===== config.mk =====
export PLATFORM = sky130hd
export DESIGN_NAME = algorithm_ctrl_nch
export DESIGN_NICKNAME = d
export VERILOG_FILES = /design/src/rtl/algorithm_ctrl_nch.sv
export SDC_FILE = /design/constraint.sdc
export NUM_CORES = 2
export LEC_CHECK = 0
export CAP_MARGIN = 20
export CORE_UTILIZATION = 54
export DETAILED_ROUTE_END_ITERATION = 6
export PLACE_DENSITY_LB_ADDON = 0.05
export SETUP_SLACK_MARGIN = 0.1
export SLEW_MARGIN = 15
export SYNTH_ARGS = -nofsm -noshare
export SYNTH_HDL_FRONTEND = slang
export SYNTH_SLANG_ARGS = --single-unit

===== constraint.sdc =====
create_clock -name clk -period 8.2 [get_ports clk]
set_clock_uncertainty 0.05 [all_clocks]
set_input_delay 1.23 -clock clk [delete_from_list [all_inputs] [get_ports clk]]
set_output_delay 1.23 -clock clk [all_outputs]
set_load 0.02 [all_outputs]

===== src/rtl/algorithm_ctrl_nch.sv =====
// ============================================================================
//  Module      : algorithm_ctrl_nch
//  Description : NCH-channel command sequencer with a command FIFO, optional
//                NN request (absolute/offset), height-to-time ROM lookup and
//                a valid/ready output.
//  Revision    : 1.0 - initial release
// ============================================================================
`default_nettype none

module algorithm_ctrl_nch #(
    parameter int NCH        = 3,
    parameter int DW         = 16,
    parameter int AW         = 11,
    parameter int SHIFT      = 2,
    parameter int ROM_LAT    = 2,
    parameter int FIFO_DEPTH = 16,
    parameter int IDLE_CYC   = 2048,
    parameter int NN_TMO     = 1024
) (
    input  logic              clk,
    input  logic              rst,
    input  logic              i_cmd_in_vld,
    output logic              o_cmd_in_rdy,
    input  logic [3:0]        i_cmd_in_type,
    input  logic [3:0]        i_cmd_in_range,
    input  logic [DW-1:0]     i_cmd_in_time,
    input  logic [NCH*DW-1:0] i_cmd_in_data,
    output logic              o_nnp_req,
    input  logic              i_nnp_ack,
    output logic [3:0]        o_nnp_type,
    output logic [NCH*DW-1:0] o_nnp_data_out,
    input  logic              i_nnp_vld,
    input  logic [NCH*DW-1:0] i_nnp_data_in,
    output logic [AW-1:0]     o_rom_addr,
    input  logic [DW-1:0]     i_rom_data,
    output logic              o_cmd_out_vld,
    input  logic              i_cmd_out_rdy,
    output logic [3:0]        o_cmd_out_range,
    output logic [DW-1:0]     o_cmd_out_time,
    output logic [NCH*DW-1:0] o_cmd_out_data,
    output logic              o_err_tmo,
    output logic [7:0]        o_drop_cnt
);

    localparam int c_FW      = 8 + DW + NCH*DW;
    localparam int c_PW      = $clog2(FIFO_DEPTH);
    localparam int c_M1      = (IDLE_CYC > NN_TMO) ? IDLE_CYC : NN_TMO;
    localparam int c_CNT_MAX = (c_M1 > ROM_LAT + NCH) ? c_M1 : ROM_LAT + NCH;
    localparam int c_CW      = $clog2(c_CNT_MAX + 1);

    localparam logic [2:0] c_IDLE   = 3'd0;
    localparam logic [2:0] c_FETCH  = 3'd1;
    localparam logic [2:0] c_DECODE = 3'd2;
    localparam logic [2:0] c_REQ    = 3'd3;
    localparam logic [2:0] c_WAIT   = 3'd4;
    localparam logic [2:0] c_LOOKUP = 3'd5;
    localparam logic [2:0] c_OUTPUT = 3'd6;

    // Negative heights clamp to 0, oversize heights clamp to the top entry.
    function automatic logic [AW-1:0] f_map(input logic [DW-1:0] h);
        logic [DW-1:0] sh;
        sh = h >> SHIFT;
        if (h[DW-1])
            f_map = '0;
        else if ((sh >> AW) != '0)
            f_map = '1;
        else
            f_map = sh[AW-1:0];
    endfunction

    logic [c_FW-1:0]   r_mem [FIFO_DEPTH];
    logic [c_PW:0]     r_wr_ptr, r_rd_ptr;
    logic [c_FW-1:0]   r_rd_data;
    logic [2:0]        r_state;
    logic [c_CW-1:0]   r_cnt;
    logic [3:0]        r_type, r_range;
    logic [DW-1:0]     r_time;
    logic [NCH*DW-1:0] r_data, r_h, r_out;
    logic [AW-1:0]     r_addr;
    logic              r_err;
    logic [7:0]        r_drop;

    logic              w_full, w_empty, w_wr, w_rd;
    logic [3:0]        w_f_type;
    logic [NCH*DW-1:0] w_f_data, w_h_nn;
    logic [DW-1:0]     w_h_sel;

    assign w_full   = (r_wr_ptr - r_rd_ptr) == (c_PW+1)'(FIFO_DEPTH);
    assign w_empty  = (r_wr_ptr == r_rd_ptr);
    assign w_wr     = i_cmd_in_vld && !w_full;
    assign w_rd     = (r_state == c_FETCH) && !w_empty;
    assign w_f_type = r_rd_data[c_FW-1 -: 4];
    assign w_f_data = r_rd_data[NCH*DW-1:0];

    always_ff @(posedge clk) begin
        if (w_wr)
            r_mem[r_wr_ptr[c_PW-1:0]] <= {i_cmd_in_type, i_cmd_in_range, i_cmd_in_time, i_cmd_in_data};
    end

    always_ff @(posedge clk) begin
        if (rst) begin
            r_wr_ptr  <= '0;
            r_rd_ptr  <= '0;
            r_rd_data <= '0;
        end else begin
            if (w_wr)
                r_wr_ptr <= r_wr_ptr + (c_PW+1)'(1);
            if (w_rd) begin
                r_rd_ptr  <= r_rd_ptr + (c_PW+1)'(1);
                r_rd_data <= r_mem[r_rd_ptr[c_PW-1:0]];
            end
        end
    end

    always_comb begin
        w_h_nn  = '0;
        w_h_sel = '0;
        for (int i = 0; i < NCH; i++) begin
            if (r_type == 4'd2)
                w_h_nn[i*DW +: DW] = r_data[i*DW +: DW] + i_nnp_data_in[i*DW +: DW];
            else
                w_h_nn[i*DW +: DW] = i_nnp_data_in[i*DW +: DW];
            if (r_cnt == c_CW'(i))
                w_h_sel = r_h[i*DW +: DW];
        end
    end

    always_ff @(posedge clk) begin
        if (rst) begin
            r_state <= c_IDLE;
            r_cnt   <= '0;
            r_type  <= '0;
            r_range <= '0;
            r_time  <= '0;
            r_data  <= '0;
            r_h     <= '0;
            r_out   <= '0;
            r_addr  <= '0;
            r_err   <= 1'b0;
            r_drop  <= '0;
        end else begin
            r_err  <= 1'b0;
            r_addr <= '0;
            case (r_state)
                c_IDLE: begin
                    if (r_cnt == c_CW'(IDLE_CYC - 1)) begin
                        r_cnt   <= '0;
                        r_state <= c_FETCH;
                    end else begin
                        r_cnt <= r_cnt + c_CW'(1);
                    end
                end
                c_FETCH: begin
                    if (!w_empty)
                        r_state <= c_DECODE;
                end
                c_DECODE: begin
                    r_type  <= w_f_type;
                    r_range <= r_rd_data[c_FW-5 -: 4];
                    r_time  <= r_rd_data[NCH*DW +: DW];
                    r_data  <= w_f_data;
                    r_cnt   <= '0;
                    case (w_f_type)
                        4'd0: begin
                            r_h     <= w_f_data;
                            r_state <= c_LOOKUP;
                        end
                        4'd1, 4'd2: r_state <= c_REQ;
                        default: begin
                            if (r_drop != 8'hFF)
                                r_drop <= r_drop + 8'd1;
                            r_state <= c_FETCH;
                        end
                    endcase
                end
                // The same counter times the NN from the first nnp_req cycle.
                c_REQ, c_WAIT: begin
                    if (i_nnp_vld) begin
                        r_h     <= w_h_nn;
                        r_cnt   <= '0;
                        r_state <= c_LOOKUP;
                    end else if (r_cnt == c_CW'(NN_TMO - 1)) begin
                        r_err <= 1'b1;
                        if (r_drop != 8'hFF)
                            r_drop <= r_drop + 8'd1;
                        r_state <= c_FETCH;
                    end else begin
                        r_cnt <= r_cnt + c_CW'(1);
                        if (r_state == c_REQ && i_nnp_ack)
                            r_state <= c_WAIT;
                    end
                end
                c_LOOKUP: begin
                    if (r_cnt < c_CW'(NCH))
                        r_addr <= f_map(w_h_sel);
                    for (int i = 0; i < NCH; i++) begin
                        if (r_cnt == c_CW'(ROM_LAT + 1 + i))
                            r_out[i*DW +: DW] <= i_rom_data;
                    end
                    if (r_cnt == c_CW'(ROM_LAT + NCH))
                        r_state <= c_OUTPUT;
                    else
                        r_cnt <= r_cnt + c_CW'(1);
                end
                c_OUTPUT: begin
                    if (i_cmd_out_rdy)
                        r_state <= c_FETCH;
                end
                default: r_state <= c_IDLE;
            endcase
        end
    end

    assign o_cmd_in_rdy    = !w_full;
    assign o_nnp_req       = (r_state == c_REQ);
    assign o_nnp_type      = o_nnp_req ? r_type : 4'd0;
    assign o_nnp_data_out  = o_nnp_req ? r_data : '0;
    assign o_rom_addr      = r_addr;
    assign o_cmd_out_vld   = (r_state == c_OUTPUT);
    assign o_cmd_out_range = r_range;
    assign o_cmd_out_time  = r_time;
    assign o_cmd_out_data  = r_out;
    assign o_err_tmo       = r_err;
    assign o_drop_cnt      = r_drop;

endmodule

`default_nettype wire

Yosys cells after proc, flatten, opt, wreduce, memory -nomap -nowiden. Memory sizes are Yosys's and may differ from the RTL's. A register that Yosys moved wholly into a read port is not among the register bits. Index checks and enable logic that the tools add are counted.

$add $sub $neg: 8. Multipliers: 0. Div/mod/pow operators: 0. $lt $le $gt $ge: 1. Eq/ne operators: 31. Shifts and indexed selects: 0. Multiplexer cells: 34. Bitwise operators: 3. Reduce and logical (&&, ||, !) cells: 23.

Operators with widths (number): $mux 48 (3); $mux 16 (6); $pmux 48 s2 (1); $add 16x16->16 (3); $mux 12 (4); $pmux 12 s4 (1); $mux 8 (4); $eq 12x2->1 const B (2); $eq 12x3->1 const B (2); $mux 3 (7); $ne 2x2->1 const B (9); $pmux 3 s6 (1); $pmux 8 s2 (1); $reduce_bool 16->1 (1); $add 12x1->12 const B (1); $eq 12x1->1 const B (1); $eq 12x10->1 const B (1); $eq 12x11->1 const B (1); $logic_not 12->1 (1); $lt 12x2->1 const B (1); $mux 11 (1); $add 5x1->5 const B (2); $eq 3x3->1 const B (3); $add 8x1->8 const B (1); other kinds (28) (42).

Register bits: 213. Bits in latches: 0. Bits in writable memories: 1152. Bits in read-only memories: 0. Input bits: 142. Output and inout bits: 143. Word-level logic and storage cells: 116. Memories: 1.

Memories: r_mem (depth 16, width 72, read ports 1, clocked after Yosys merged registers in 1, write ports 1, RTL line 71) `logic [c_FW-1:0] r_mem [FIFO_DEPTH];`.

Longest topological paths before layout.
Depth in word-level cells: 6. Mapped depth: 12. Depth with buffers taken out: 9.

Worst setup path after synthesis. Ideal clock, no wire load.

Path type: register to register. From: reg r_rd_ptr[1]. To: mem r_mem[0][0] in the netlist's numbering (enable). Data arrival time: 7.580 ns. Required time: 7.559 ns. Setup slack: -0.021 ns. Stages on the path, launching flop included: 13. Path buffers: 3. Cells stage by stage: dfxtp_1 clkbuf_1 clkbuf_1 inv_1 ha_1 nor2b_1 o21a_1 o211a_1 o2111ai_2 and2_1 clkbuf_1 nand2_1 nor3_1.

Longest elaborated chain between the ends: 6.

Ends and longest elaborated chain: start: declaration (RTL line 72) `logic [c_PW:0] r_wr_ptr, r_rd_ptr;`; start signal: assignment (RTL line 109) `r_rd_ptr <= r_rd_ptr + (c_PW+1)'(1);`; $sub 5x5->5 (RTL line 88) `assign w_full = (r_wr_ptr - r_rd_ptr) == (c_PW+1)'(FIFO_DEPTH);`; $eq 5x5->1 (RTL line 88); $logic_not 1->1; net o_cmd_in_rdy (RTL line 23) `output logic o_cmd_in_rdy,`; $logic_and 1x1->1 (RTL line 90) `assign w_wr = i_cmd_in_vld && !w_full;`; $mux 1 (RTL line 96) `if (w_wr)`; $mux 1 (implied by the code) (RTL line 97) `r_mem[r_wr_ptr[c_PW-1:0]] <= {i_cmd_in_type, i_cmd_in_range, i_cmd_in_time, i_cmd_in_data};`; end: declaration (RTL line 71).

The timed path passes the listed nets, and every way through them passes these cells.

Final worst setup path.
From: reg r_rd_ptr[1]. To: out o_cmd_in_rdy.

Longest elaborated chain between the ends: 3.

Ends and longest elaborated chain: $sub 5x5->5 (RTL line 88); $eq 5x5->1 (RTL line 88); $logic_not 1->1 (RTL line 214) `assign o_cmd_in_rdy = !w_full;`; end: declaration (RTL line 23).

No other way between the ends.

==> out/qor.yml <==
logic_synthesis:
  synthesis.nets: 3495
  ys_warn_count: 0
  netlist.area_leader.share_pct: 61.0
  synth_ff_type: "edfxtp_1"
  synth_area_per_cell_um2: 17.2
  yosys.area.top_type: "edfxtp_1"
  netlist_top_cells_count: "edfxtp_1, mux4_2, nand2_1"
  yosys-top-cells-area: "edfxtp_1, mux4_2, dfxtp_1, nand2_1, a21oi_1"
  syn-cell-area_um2: 56700
  synth_cell_types: 74
  seq_area_frac_synth_pct: 70.9
  yosysMostFrequentCell: "edfxtp_1"
  synth_edf_count: 1152
  synthCells: 3297
  synth-async-reset-ratio_pct: 0
  ys_seq_elements: 1431
sta:
  hold_viol: 0
  min_period_ns: 4.96
  max-slew-margin-rel_pct: 28.8
  post-route-period-util_pct: 60.5
  whs_ns: 0.397
  grt_setup_unrepaired: "no"
  tightest_slew_ns: 1.06
  setup_viol: 0
  max_freq_ghz: 0.202
  final_max_slew_viol_count: 0
power:
  vdd_drop_max_v: 0.000222
  leakage_nw: 20.8
  powerDensity_nw_per_um2: 224
die:
  placementRows: 118
  die_h_um: 326
  num_io_pins: 285
  die_area_um2: 106000
  dieWidth_um: 326
  coreArea_um2: 104000
  start_util_pct: 54.6
worst_setup_path:
  cp_slowest_stage_delay_ns: 0.85
  critical_path_required_ns: 6.92
  critPathArrivalTime_ns: 3.68
  path_buf_inv: 2
  endpoint_kind: "output port"
  cp_slowest_cell: "dfxtp_4"
  r2r_setup_slack_ns: 3.49
  critical_path.max_fanout: 51
  worstSetupPathType: "register to output port"
  path_delay_family: "flip-flops"
  cp-start-kind: "register"
  cp_cell_sequence: "inv_1 -> ha_1 -> nor2b_1 -> o21a_1 -> nor4_1 -> o2111ai_2 -> clkdlybuf4s50_1"
layout:
  utilization_pct: 63.5
  syn_to_final_growth_pct: 16.2
  finalNetCount: 3794
  drive_gt1_share_pct: 18.3
route:
  ant_nets: 0
  dr_total_vias: 31600
  drtIter0Drc: 3322
  drc_errors: 5
  firstDrtPassIters: 7
  via_per_inst: 6.18
  wl_per_cell_um: 27.3
  totalWireLength_um: 139000
grt:
  antenna_found_initial: 14
  grt_pass1_wl_um: 208000
  grt_use_total_pct: 26.4
  grt_max_degree: 125
  grt_pass1_vias: 32200
  grt.overflow.total: 0
outcome:
  violations: "DRC"
  status: "complete, but fails checks"
clock_network:
  cts_root_buf: "clkbuf_16"
  cts.clk_slew.worst_paths_ns: 0.06
  ctsResizeCount: 0
  cts_tree: "yes"
  cts.sinks: 1431
  hold_buffers: 0
  cts_made_buffers: 145
  clock_latency_ns: 0.75
  post-cts-setup-buffers: 0
  htreeDepth: 4
  clockBufferDepth: 3
place:
  gp_congestion: 0.960
  dp_hpwl_um: 82800
  io_buffer_count: 284
min_path:
  hold_path_class: "register to register"
run:
  maxCapViolCount: 0
per-layer routing:
metal  GRT usage [%]  vias up  share of wire, %
met5               0        -             0.041
met4            8.20       10               2.6
met3            4.62      234               6.8
met2            42.9     1244                49
met1            36.8    16400                42
li1                -    13700                 -
where the power goes:
group	leakage, nW	internal (W)	switching, W	total (W)
clock	2.26	0.00369	0.00271	0.00640
sequential	12.7	0.00792	0.0000199	0.00794
combinational	5.88	0.000155	0.000248	0.000402
total	20.8	0.0118	0.00298	0.0147
logic make-up after synthesis:
logic type               synth area share [%]
flip-flops                               70.9
AND/OR/NAND/NOR                          5.68
AO/OA/AOI/OAI                            4.76
multiplexers                             15.2
buffers and inverters                    1.57
adder cells (fa/ha/maj)                  1.24
XOR/XNOR                                0.711
worst register-to-register path, delay by kind of cell, from the launching register on:
| family | cells | cell delay [ns] |
|---|---|---|
| AO/OA/AOI/OAI | 1 | 0.07 |
| buffers and inverters | 3 | 2.52 |
| flip-flops | 1 | 0.85 |
| multiplexers | 2 | 0.95 |
| AND/OR/NAND/NOR | 1 | 0.10 |
registers in the layout, indices dropped and copies added (netlist names), 3 cells and up:
name and cells:
o_rom_addr 11, r_cnt 12, o_cmd_out_data 48, r_mem 1152
o_cmd_out_time 16, r_h 42, o_drop_cnt 8, r_rd_ptr 5
r_type 4, r_rd_data 72, r_data 48, r_wr_ptr 5
o_cmd_out_range 4, r_state 3
through the flow:
stage / power (W) / instances / setup TNS [ns] / setup slack [ns] / area [um2]
6_report: 0.0147 / 5104 / 0 / 3.24 / 65900
2_1_floorplan: 0.00826 / 3297 / -2.88 / -0.0200 / 56700
5_1_grt: 0.0152 / 5100 / 0 / 3.05 / 65900
4_1_cts: 0.0149 / 5095 / 0 / 3.19 / 65800
3_5_place_dp: 0.00849 / 4827 / 0 / 3.53 / 61200
3_3_place_gp: 0.00847 / 4824 / 0 / 3.26 / 61200
area by class of cell:
| cell class | instances | area [um2] |
|---|---|---|
| Clock buffer | 192 | 3910 |
| Antenna cell | 7 | 17.5 |
| Clock inverter | 76 | 704 |
| Multi-Input combinational cell | 1646 | 15800 |
| Inverter | 28 | 110 |
| Sequential cell | 1431 | 40200 |
| Fill cell | 7210 | 37900 |
| Tap cell | 1380 | 1730 |
| Timing Repair Buffer | 344 | 3420 |
path summary, 6_finish.rpt:
kind                               from                         endpoint  depth (start not counted)
max            r_rd_ptr[1]$_SDFFE_PP0P_                     o_cmd_in_rdy                          7
min          r_rd_data[60]$_SDFFE_PP0P_  o_cmd_out_time[12]$_SDFFE_PP0P_                          2
max reg2reg    r_rd_ptr[1]$_SDFFE_PP0P_       r_rd_data[34]$_SDFFE_PP0P_                          7
min reg2reg  r_rd_data[60]$_SDFFE_PP0P_  o_cmd_out_time[12]$_SDFFE_PP0P_                          2
cell usage in the layout (no fill, tap or decap), types with 51 or more instances in the layout:
| master | synthesis | layout |
|---|---|---|
| mux4_2 | 360 | 360 |
| and2_1 | 66 | 66 |
| ha_1 | 56 | 56 |
| edfxtp_1 | 1152 | 1152 |
| o21ai_0 | 56 | 56 |
| clkbuf_16 | 0 | 147 |
| a21oi_1 | 226 | 226 |
| nor2_1 | 129 | 116 |
| nand2_1 | 355 | 354 |
| clkdlybuf4s50_1 | 0 | 283 |
| mux2i_1 | 51 | 51 |
| dfxtp_1 | 279 | 276 |
Power figures use the tool's default switching activity.
